--- config.mk ---
export PLATFORM = sky130hd
export DESIGN_NAME = pipeline_stall_controller
export DESIGN_NICKNAME = d
export VERILOG_FILES = /design/src/rtl/pipe_ctrl_pkg.sv /design/src/rtl/load_use_detect.sv /design/src/rtl/pipeline_stall_controller.sv
export SDC_FILE = /design/constraint.sdc
export NUM_CORES = 1
export LEC_CHECK = 0
export CORE_MARGIN = 1.5
export CORE_UTILIZATION = 28
export DETAILED_ROUTE_END_ITERATION = 10
export GPL_ROUTABILITY_DRIVEN = 1
export PLACE_DENSITY_LB_ADDON = 0.12
export SLEW_MARGIN = 20
export SYNTH_ARGS = -nofsm -noshare
export SYNTH_HDL_FRONTEND = slang
export SYNTH_SLANG_ARGS = --single-unit
export TNS_END_PERCENT = 50
--- constraint.sdc ---
create_clock -name clk -period 1.5 [get_ports clk]
set_clock_uncertainty 0.2 [all_clocks]
set_input_delay 0.375 -clock clk [delete_from_list [all_inputs] [get_ports clk]]
set_output_delay 0.375 -clock clk [all_outputs]
set_load 0.005 [all_outputs]
--- src/rtl/pipe_ctrl_pkg.sv ---
// Shared definitions for the pipeline stall controller.
// Holds the default specifier width, the FSM state type and source-valid bit indices.
package pipe_ctrl_pkg;

    localparam int DEF_REG_W = 4;

    typedef enum logic [1:0] {
        RUN      = 2'b00,
        MEM_WAIT = 2'b01,
        HALT     = 2'b10
    } ctrl_state_t;

    localparam int SRC_RN = 0;
    localparam int SRC_RM = 1;
    localparam int SRC_RD = 2;

endpackage

--- src/rtl/load_use_detect.sv ---
// Load-use hazard detector: flags an ID source that needs the result of a load in EX.
// Ports: id_rn/id_rm/id_rd + id_src_valid (ID sources), ex_rd/ex_rf_enable/
//        ex_load_instruction (EX producer), load_use (hazard out).
module load_use_detect
    import pipe_ctrl_pkg::*;
#(
    parameter int REG_W = DEF_REG_W
) (
    input  logic [REG_W-1:0] id_rn,
    input  logic [REG_W-1:0] id_rm,
    input  logic [REG_W-1:0] id_rd,
    input  logic [2:0]       id_src_valid,
    input  logic [REG_W-1:0] ex_rd,
    input  logic             ex_rf_enable,
    input  logic             ex_load_instruction,
    output logic             load_use
);

    logic hit_rn;
    logic hit_rm;
    logic hit_rd;

    assign hit_rn = id_src_valid[SRC_RN] && (id_rn == ex_rd);
    assign hit_rm = id_src_valid[SRC_RM] && (id_rm == ex_rd);
    assign hit_rd = id_src_valid[SRC_RD] && (id_rd == ex_rd);

    assign load_use = ex_load_instruction && ex_rf_enable
                   && (hit_rn || hit_rm || hit_rd);

endmodule

--- src/rtl/pipeline_stall_controller.sv ---
// Pipeline stall controller: stage load enables, NOP select and IF/ID flush around
// load-use hazards, taken branches and multi-cycle memory accesses (with timeout halt).
// Ports: clk, reset (async high); ID/EX hazard inputs; branch_taken; mem_req/mem_ready;
//        le_* enables, nop_insertion_selection, flush_if_id; mem_timeout, ctrl_state;
//        stall_cycles/freeze_cycles/flush_count (live only with PIPE_PERF_CNT_EN defined).
module pipeline_stall_controller
    import pipe_ctrl_pkg::*;
#(
    parameter int REG_W       = DEF_REG_W,
    parameter int MEM_TIMEOUT = 8,
    parameter int CNT_W       = 16
) (
    input  logic             clk,
    input  logic             reset,
    input  logic [REG_W-1:0] id_rn,
    input  logic [REG_W-1:0] id_rm,
    input  logic [REG_W-1:0] id_rd,
    input  logic [2:0]       id_src_valid,
    input  logic [REG_W-1:0] ex_rd,
    input  logic             ex_rf_enable,
    input  logic             ex_load_instruction,
    input  logic             branch_taken,
    input  logic             mem_req,
    input  logic             mem_ready,
    output logic             le_pc,
    output logic             le_if_id,
    output logic             le_id_ex,
    output logic             le_ex_mem,
    output logic             le_mem_wb,
    output logic             nop_insertion_selection,
    output logic             flush_if_id,
    output logic             mem_timeout,
    output logic [1:0]       ctrl_state,
    output logic [CNT_W-1:0] stall_cycles,
    output logic [CNT_W-1:0] freeze_cycles,
    output logic [CNT_W-1:0] flush_count
);

    localparam int WAIT_W = $clog2(MEM_TIMEOUT + 1);
    localparam logic [WAIT_W-1:0] WAIT_ONE  = WAIT_W'(1);
    localparam logic [WAIT_W-1:0] WAIT_LAST = WAIT_W'(MEM_TIMEOUT - 1);

    ctrl_state_t       state_q, state_d;
    logic [WAIT_W-1:0] wait_cnt_q, wait_cnt_d;
    logic              timeout_q, timeout_d;

    logic load_use;
    logic freeze;
    logic run_decode;
    logic bubble;
    logic flush;

    load_use_detect #(.REG_W(REG_W)) u_lud (
        .id_rn               (id_rn),
        .id_rm               (id_rm),
        .id_rd               (id_rd),
        .id_src_valid        (id_src_valid),
        .ex_rd               (ex_rd),
        .ex_rf_enable        (ex_rf_enable),
        .ex_load_instruction (ex_load_instruction),
        .load_use            (load_use)
    );

    always_comb begin
        state_d    = state_q;
        wait_cnt_d = wait_cnt_q;
        timeout_d  = timeout_q;
        freeze     = 1'b0;
        run_decode = 1'b0;
        unique case (state_q)
            RUN: begin
                if (mem_req && !mem_ready) begin
                    freeze     = 1'b1;
                    wait_cnt_d = WAIT_ONE;
                    state_d    = MEM_WAIT;
                end else begin
                    run_decode = 1'b1;
                end
            end
            MEM_WAIT: begin
                if (mem_ready) begin
                    run_decode = 1'b1;
                    wait_cnt_d = '0;
                    state_d    = RUN;
                end else if (wait_cnt_q == WAIT_LAST) begin
                    freeze    = 1'b1;
                    state_d   = HALT;
                    timeout_d = 1'b1;
                end else begin
                    freeze     = 1'b1;
                    wait_cnt_d = wait_cnt_q + WAIT_ONE;
                end
            end
            HALT: begin
                freeze = 1'b1;
            end
            default: begin
                freeze  = 1'b1;
                state_d = RUN;
            end
        endcase
    end

    // A load-use bubble suppresses a same-cycle flush; the branch stays in ID.
    assign bubble = run_decode && load_use;
    assign flush  = run_decode && !load_use && branch_taken;

    assign le_pc     = !freeze && !bubble;
    assign le_if_id  = !freeze && !bubble;
    assign le_id_ex  = !freeze;
    assign le_ex_mem = !freeze;
    assign le_mem_wb = !freeze;

    assign nop_insertion_selection = bubble;
    assign flush_if_id             = flush;
    assign mem_timeout             = timeout_q;
    assign ctrl_state              = state_q;

    always_ff @(posedge clk or posedge reset) begin
        if (reset) begin
            state_q    <= RUN;
            wait_cnt_q <= '0;
            timeout_q  <= 1'b0;
        end else begin
            state_q    <= state_d;
            wait_cnt_q <= wait_cnt_d;
            timeout_q  <= timeout_d;
        end
    end

`ifdef PIPE_PERF_CNT_EN
    logic [CNT_W-1:0] stall_q, stall_d;
    logic [CNT_W-1:0] frz_q, frz_d;
    logic [CNT_W-1:0] flush_q, flush_d;

    // All counters saturate at all-ones.
    always_comb begin
        stall_d = stall_q;
        frz_d   = frz_q;
        flush_d = flush_q;
        if (bubble && stall_q != '1) stall_d = stall_q + 1'b1;
        if (freeze && frz_q != '1)   frz_d   = frz_q + 1'b1;
        if (flush && flush_q != '1)  flush_d = flush_q + 1'b1;
    end

    always_ff @(posedge clk or posedge reset) begin
        if (reset) begin
            stall_q <= '0;
            frz_q   <= '0;
            flush_q <= '0;
        end else begin
            stall_q <= stall_d;
            frz_q   <= frz_d;
            flush_q <= flush_d;
        end
    end

    assign stall_cycles  = stall_q;
    assign freeze_cycles = frz_q;
    assign flush_count   = flush_q;
`else
    assign stall_cycles  = '0;
    assign freeze_cycles = '0;
    assign flush_count   = '0;
`endif

endmodule

==> run summary, run 1 <==
Syn. warnings = 0
GPL Wtd Cong = 0.730
Critical path class = reg -> out
Run status = finished, violations left
Critical Path Fanout Max = 3
Pwr/cell area = 508 nW/um^2
Synth Area per Inst = 8.22 sq um
Row count = 20
Final nets = 197
Clock buffer depth = 2
Post-Synthesis Cells = 113
CP peak stage delay = 0.42 ns
Total congestion overflow = 0
Hold WS = 0.183 ns
Ports = 84
Inserted Clock Buffers = 3
DP Worst Slack = -1.27 ns
Hold Fails Final Rpt = 0
CP bufs+invs = 2
Die W = 60.6 um
Tcrit/Tclk final = 1.32
Asr flop ratio synth = 1.00
Max-slew violations = 0
Drt first pass iters = 3
Initial antenna violation count = 0
Seq/Total Area, Yosys = 0.189
Crit path cell chain = nor2_4 -> o21a_1 -> buf_6 -> nor4b_4 -> buf_2
RSZ-0062 raised after global routing = yes
Count of different cell masters after synthesis = 28
Hold Buf Count CTS = 0
Clock transition at the registers of the reported paths = 0.06 ns
Yosys top cell by area = buf_4
Leakage = 0.726 nW
Total global-route track usage = 0.117
N_diodes = 0
Yosys top cell area share = 0.412
Die height = 60.6 um
Fmax = 0.504 GHz
Placed Cells = 205
Core box area = 3100 sq um
Routed vias = 811
Cell Area, Synth = 928 sq um
Worst setup EP type = output pin
Area after DPL = 1290 sq um
Port Buffer Count = 35
Worst path arrival time = 1.41 ns
Die area = 3670 sq um
CTS tree = done
Number of synthesized flops with an enable pin = 0
DP Wirelength = 1700 um
DRC violations left = 0
Synth top area cells = buf_4 41%, dfrtp_1 19%, xor2_1 6.6%
Maximum VDD drop = 0.185 mV
CTS root buffer = clkbuf_4
Cell family contributing the most delay on the critical path = flip-flops
Data required time of the critical path = 0.92 ns
Total power = 0.000696 W
Top FF cell, synth = dfrtp_1
Synthesized flop and latch total = 7
Post-DR wirelength/cell = 9.88 um
Setup ws final = -0.484 ns
CP max-delay cell = dfrtp_2
Global-route wire length before repair = 3220 um
Vias in the first global route = 778
# setup viols final = 10
Final instance area = 1370 sq um
Starting density of the core = 0.299
Maximum Capacitance Violations = 0
Via-to-Cell Ratio = 3.81
CTS Sinks = 7
Initial DRC count = 12
Failing checks = negative setup slack
Cell Count, Final, Fillers Out = 213
Synth cell count leaders = 51 x buf_4, 7 x dfrtp_1, 7 x xor2_1
P&R area growth vs syn = 47.6%
Post-Route WL = 2110 um
Count leader, synth = buf_4
Antenna Nets Post-Route = 0
Largest net degree at the start of global routing = 10
H-tree Lvls = 1
Crit start category = flop
Hold Crit Class = in -> async
Final min period = 1.98 ns
Worst-skew pair later-pin latency = 0.25 ns
Layout cells sized above 1 = 0.402
placed cells by master (no fill, tap or decap), types with 4 or more instances in the layout:
| cell | instances |
|---|---|
| clkbuf_2 | 10 |
| dfrtp_1 | 6 |
| conb_1 | 48 |
| buf_6 | 9 |
| nand2_1 | 5 |
| xor2_1 | 4 |
| dlygate4sd2_1 | 7 |
| xnor2_2 | 4 |
| buf_4 | 19 |
| buf_2 | 6 |
flip-flops by register name, indices dropped and copies added (netlist names):
signal and cells:
ctrl_state 2, mem_timeout 1, wait_cnt_q 4
repair_timing:
action / in CTS / in global routing
setup endpoints to repair: 17 / 15
gates resized for setup: 91 / 38
pin swaps: 21 / 18
setup buffers: 5 / 2
worst reg2reg max path: stages (launching register included):
cell and delay (ns):
dfrtp_1 0.38, ha_2 0.19, nand3b_1 0.12, o221ai_2 0.11, or3_1 0.34, a21oi_1 0.13
cells by family after synthesis:
logic type	after synthesis	synth area share
buffers and inverters	53	0.420
and+or+nand+nor	27	0.163
AOI/OAI and AO/OA	12	0.0970
xor gates and xnor gates	12	0.113
DFF	7	0.189
adders and majority gates	1	0.0135
other	1	0.00404
final cells by class:
type / instances / area, sq um
fill: 370 / 1730
multi-input combinational: 100 / 664
timing repair buffer: 56 / 440
sequential: 7 / 176
tap: 44 / 55.1
clock buffer: 4 / 26.3
inverter: 2 / 7.51
path summary, 6_finish.rpt:
path                       slack (ns)           from            end  depth (start not counted)
min in group clk                 0.26    mem_timeout    mem_timeout                          1
hold reg to reg                  0.26    mem_timeout    mem_timeout                          1
setup reg to reg                -0.06  wait_cnt_q[1]  wait_cnt_q[3]                          5
hold / removal                   0.18          reset    mem_timeout                          2
max in group asynchronous        0.67          reset  ctrl_state[0]                          2
setup / recovery                -0.48  ctrl_state[0]       le_if_id                          5
power by group:
part	switching, W	internal [W]	leakage (nW)
sequential	0.00000994	0.000205	0.0917
clock	0.0000719	0.000102	0.0150
combinational	0.000143	0.000164	0.619
total	0.000225	0.000471	0.726
metal layers:
metal / up-vias / wire length, um / GRT usage
met2: 52 / 1090 / 0.215
met3: 8 / 207 / 0.0320
met4: 0 / 61 / 0.0528
met1: 361 / 745 / 0.123
li1: 390 / - / -
met5: - / 0 / 0
stage by stage:
| step | utilization | TNS, ns |
|---|---|---|
| 6_report | 0.442 | -3.07 |
| 3_3_place_gp | 0.415 | -10.33 |
| 5_1_grt | 0.442 | -3.89 |
| 2_1_floorplan | - | -0.908 |
| 4_1_cts | 0.433 | -3.72 |
| 3_5_place_dp | 0.415 | -10.14 |
Power figures use the tool's default switching activity.
==> run 2: changes to the inputs <==
- CORE_MARGIN: 1.5 -> 2
==> run 2 against run 1 <==
The flow still finishes with violations (negative setup slack). Register-to-register slack better by 0.02 ns. Sequential share of layout area fell by 0.53 points. Sequential power about the same. Combinational power grew 6%. Clock power increased by 4%. Critical path type is now in -> out.
==> run summary, run 2 (synthesis gave the netlist of run 1 again) <==
Worst path arrival time = 1.42 ns
Routed vias = 809
Vias in the first global route = 764
Total congestion overflow = 0
DP Wirelength = 1740 um
Critical path class = in -> out
Port Buffer Count = 35
P&R area growth vs syn = 53.9%
Worst setup EP type = output pin
Row count = 20
Die height = 61.6 um
Data required time of the critical path = 0.92 ns
# setup viols final = 10
Run status = finished, violations left
Commonest non-fill, non-tap cell in the layout = conb_1
Post-Route WL = 2200 um
Max-slew violations = 0
Failing checks = negative setup slack
Maximum VDD drop = 0.158 mV
Tcrit/Tclk final = 1.33
Global-route wire length before repair = 3220 um
Worst-skew pair later-pin latency = 0.26 ns
H-tree Lvls = 1
Final min period = 2.00 ns
Drt first pass iters = 4
Pwr/cell area = 507 nW/um^2
Inserted Clock Buffers = 3
Leakage = 0.739 nW
Die area = 3790 sq um
Clock transition at the registers of the reported paths = 0.06 ns
Initial DRC count = 11
Largest net degree at the start of global routing = 8
Core box area = 3100 sq um
CTS root buffer = clkbuf_4
Area after DPL = 1260 sq um
GPL Wtd Cong = 0.696
Maximum Capacitance Violations = 0
Setup ws final = -0.497 ns
Flip-flop count of the largest register after layout = 4
Hold Fails Final Rpt = 0
Fill cells = 347
Hold Crit Class = in -> async
N_diodes = 0
Ports = 84
Starting density of the core = 0.299
CTS Sinks = 7
Most flop-heavy register = wait_cnt_q
Total global-route track usage = 0.113
Layout cells sized above 1 = 0.438
Via-to-Cell Ratio = 3.80
Post-DR wirelength/cell = 10.3 um
Total power = 0.000724 W
Final instance area = 1430 sq um
RSZ-0062 raised after global routing = yes
Final nets = 197
Placed Cells = 201
Critical Path Fanout Max = 2
Initial antenna violation count = 0
Crit start category = primary input
Die W = 61.6 um
Hold WS = 0.159 ns
Cell Count, Final, Fillers Out = 213
CTS tree = done
Internal reg-to-reg setup slack = -0.04 ns
Antenna Nets Post-Route = 0
Clock buffer depth = 2
DRC violations left = 0
Commonest cells after routing, fill and taps aside = 48 x conb_1, 15 x buf_6, 14 x buf_4, 11 x buf_2
Fmax = 0.501 GHz
## run 2: cell count changes in the layout (fill, tap and decap cells not counted), moves of 2 or more
cell | before | now
o21ai_2 | 0 | 3
dlygate4sd2_1 | 7 | 5
buf_4 | 19 | 14
buf_2 | 6 | 11
clkbuf_2 | 10 | 4
clkdlybuf4s15_1 | 2 | 4
buf_6 | 9 | 15
o21ai_1 | 3 | 0
## run 2: layout make-up
cell class | instances | area, sq um | share of cell area
tap | 44 | 55.1 | 0.0385
inverter | 2 | 7.51 | 0.00525
clock buffer | 4 | 26.3 | 0.0184
multi-input combinational | 100 | 696 | 0.487
timing repair buffer | 56 | 468 | 0.327
sequential | 7 | 176 | 0.123
## run 2: what timing repair did
item                                    in CTS  in global routing
hold buffers                                 0                  0
cloned                                       0                  0
buffers inserted                             9                  3
pin swaps                                   22                 18
endpoints found under the setup margin      17                 16
gates resized for setup                    126                 24
## run 2: worst paths after layout
check                         startpoint             to  cells past startpoint
setup / recovery                id_rn[1]          le_pc                      7
hold / removal                     reset  wait_cnt_q[3]                      2
setup reg to reg           wait_cnt_q[0]  wait_cnt_q[3]                      5
hold reg to reg              mem_timeout    mem_timeout                      1
max in group asynchronous          reset  ctrl_state[0]                      2
min in group clk             mem_timeout    mem_timeout                      1
## run 2: power breakdown
group	switching (W)	internal (W)	leakage, nW
clock	0.0000791	0.000102	0.0150
sequential	0.0000129	0.000205	0.0917
combinational	0.000150	0.000175	0.632
total	0.000242	0.000483	0.739
## run 2: per-layer routing
| layer | wire length [um] | global-route usage | part of all wire |
|---|---|---|---|
| met5 | 0 | 0 | 0 |
| met2 | 1180 | 0.209 | 0.54 |
| met1 | 781 | 0.121 | 0.35 |
| met4 | 14 | 0.0274 | 0.0064 |
| met3 | 226 | 0.0399 | 0.10 |
## run 2: critical path, cell delays in order
cell     delay (ns)
buf_6          0.10
xnor2_2        0.13
nand4_1        0.13
nor4_2         0.34
buf_4          0.19
nor4b_4        0.04
buf_2          0.12
## run 2: per-stage QoR
stage	TNS, ns	util	setup WS [ns]
floorplan	-0.908	-	-0.272
global placement	-10.50	0.406	-1.27
detailed placement	-10.51	0.406	-1.29
CTS	-3.10	0.442	-0.533
global route	-3.80	0.460	-0.582
finish	-3.08	0.460	-0.497
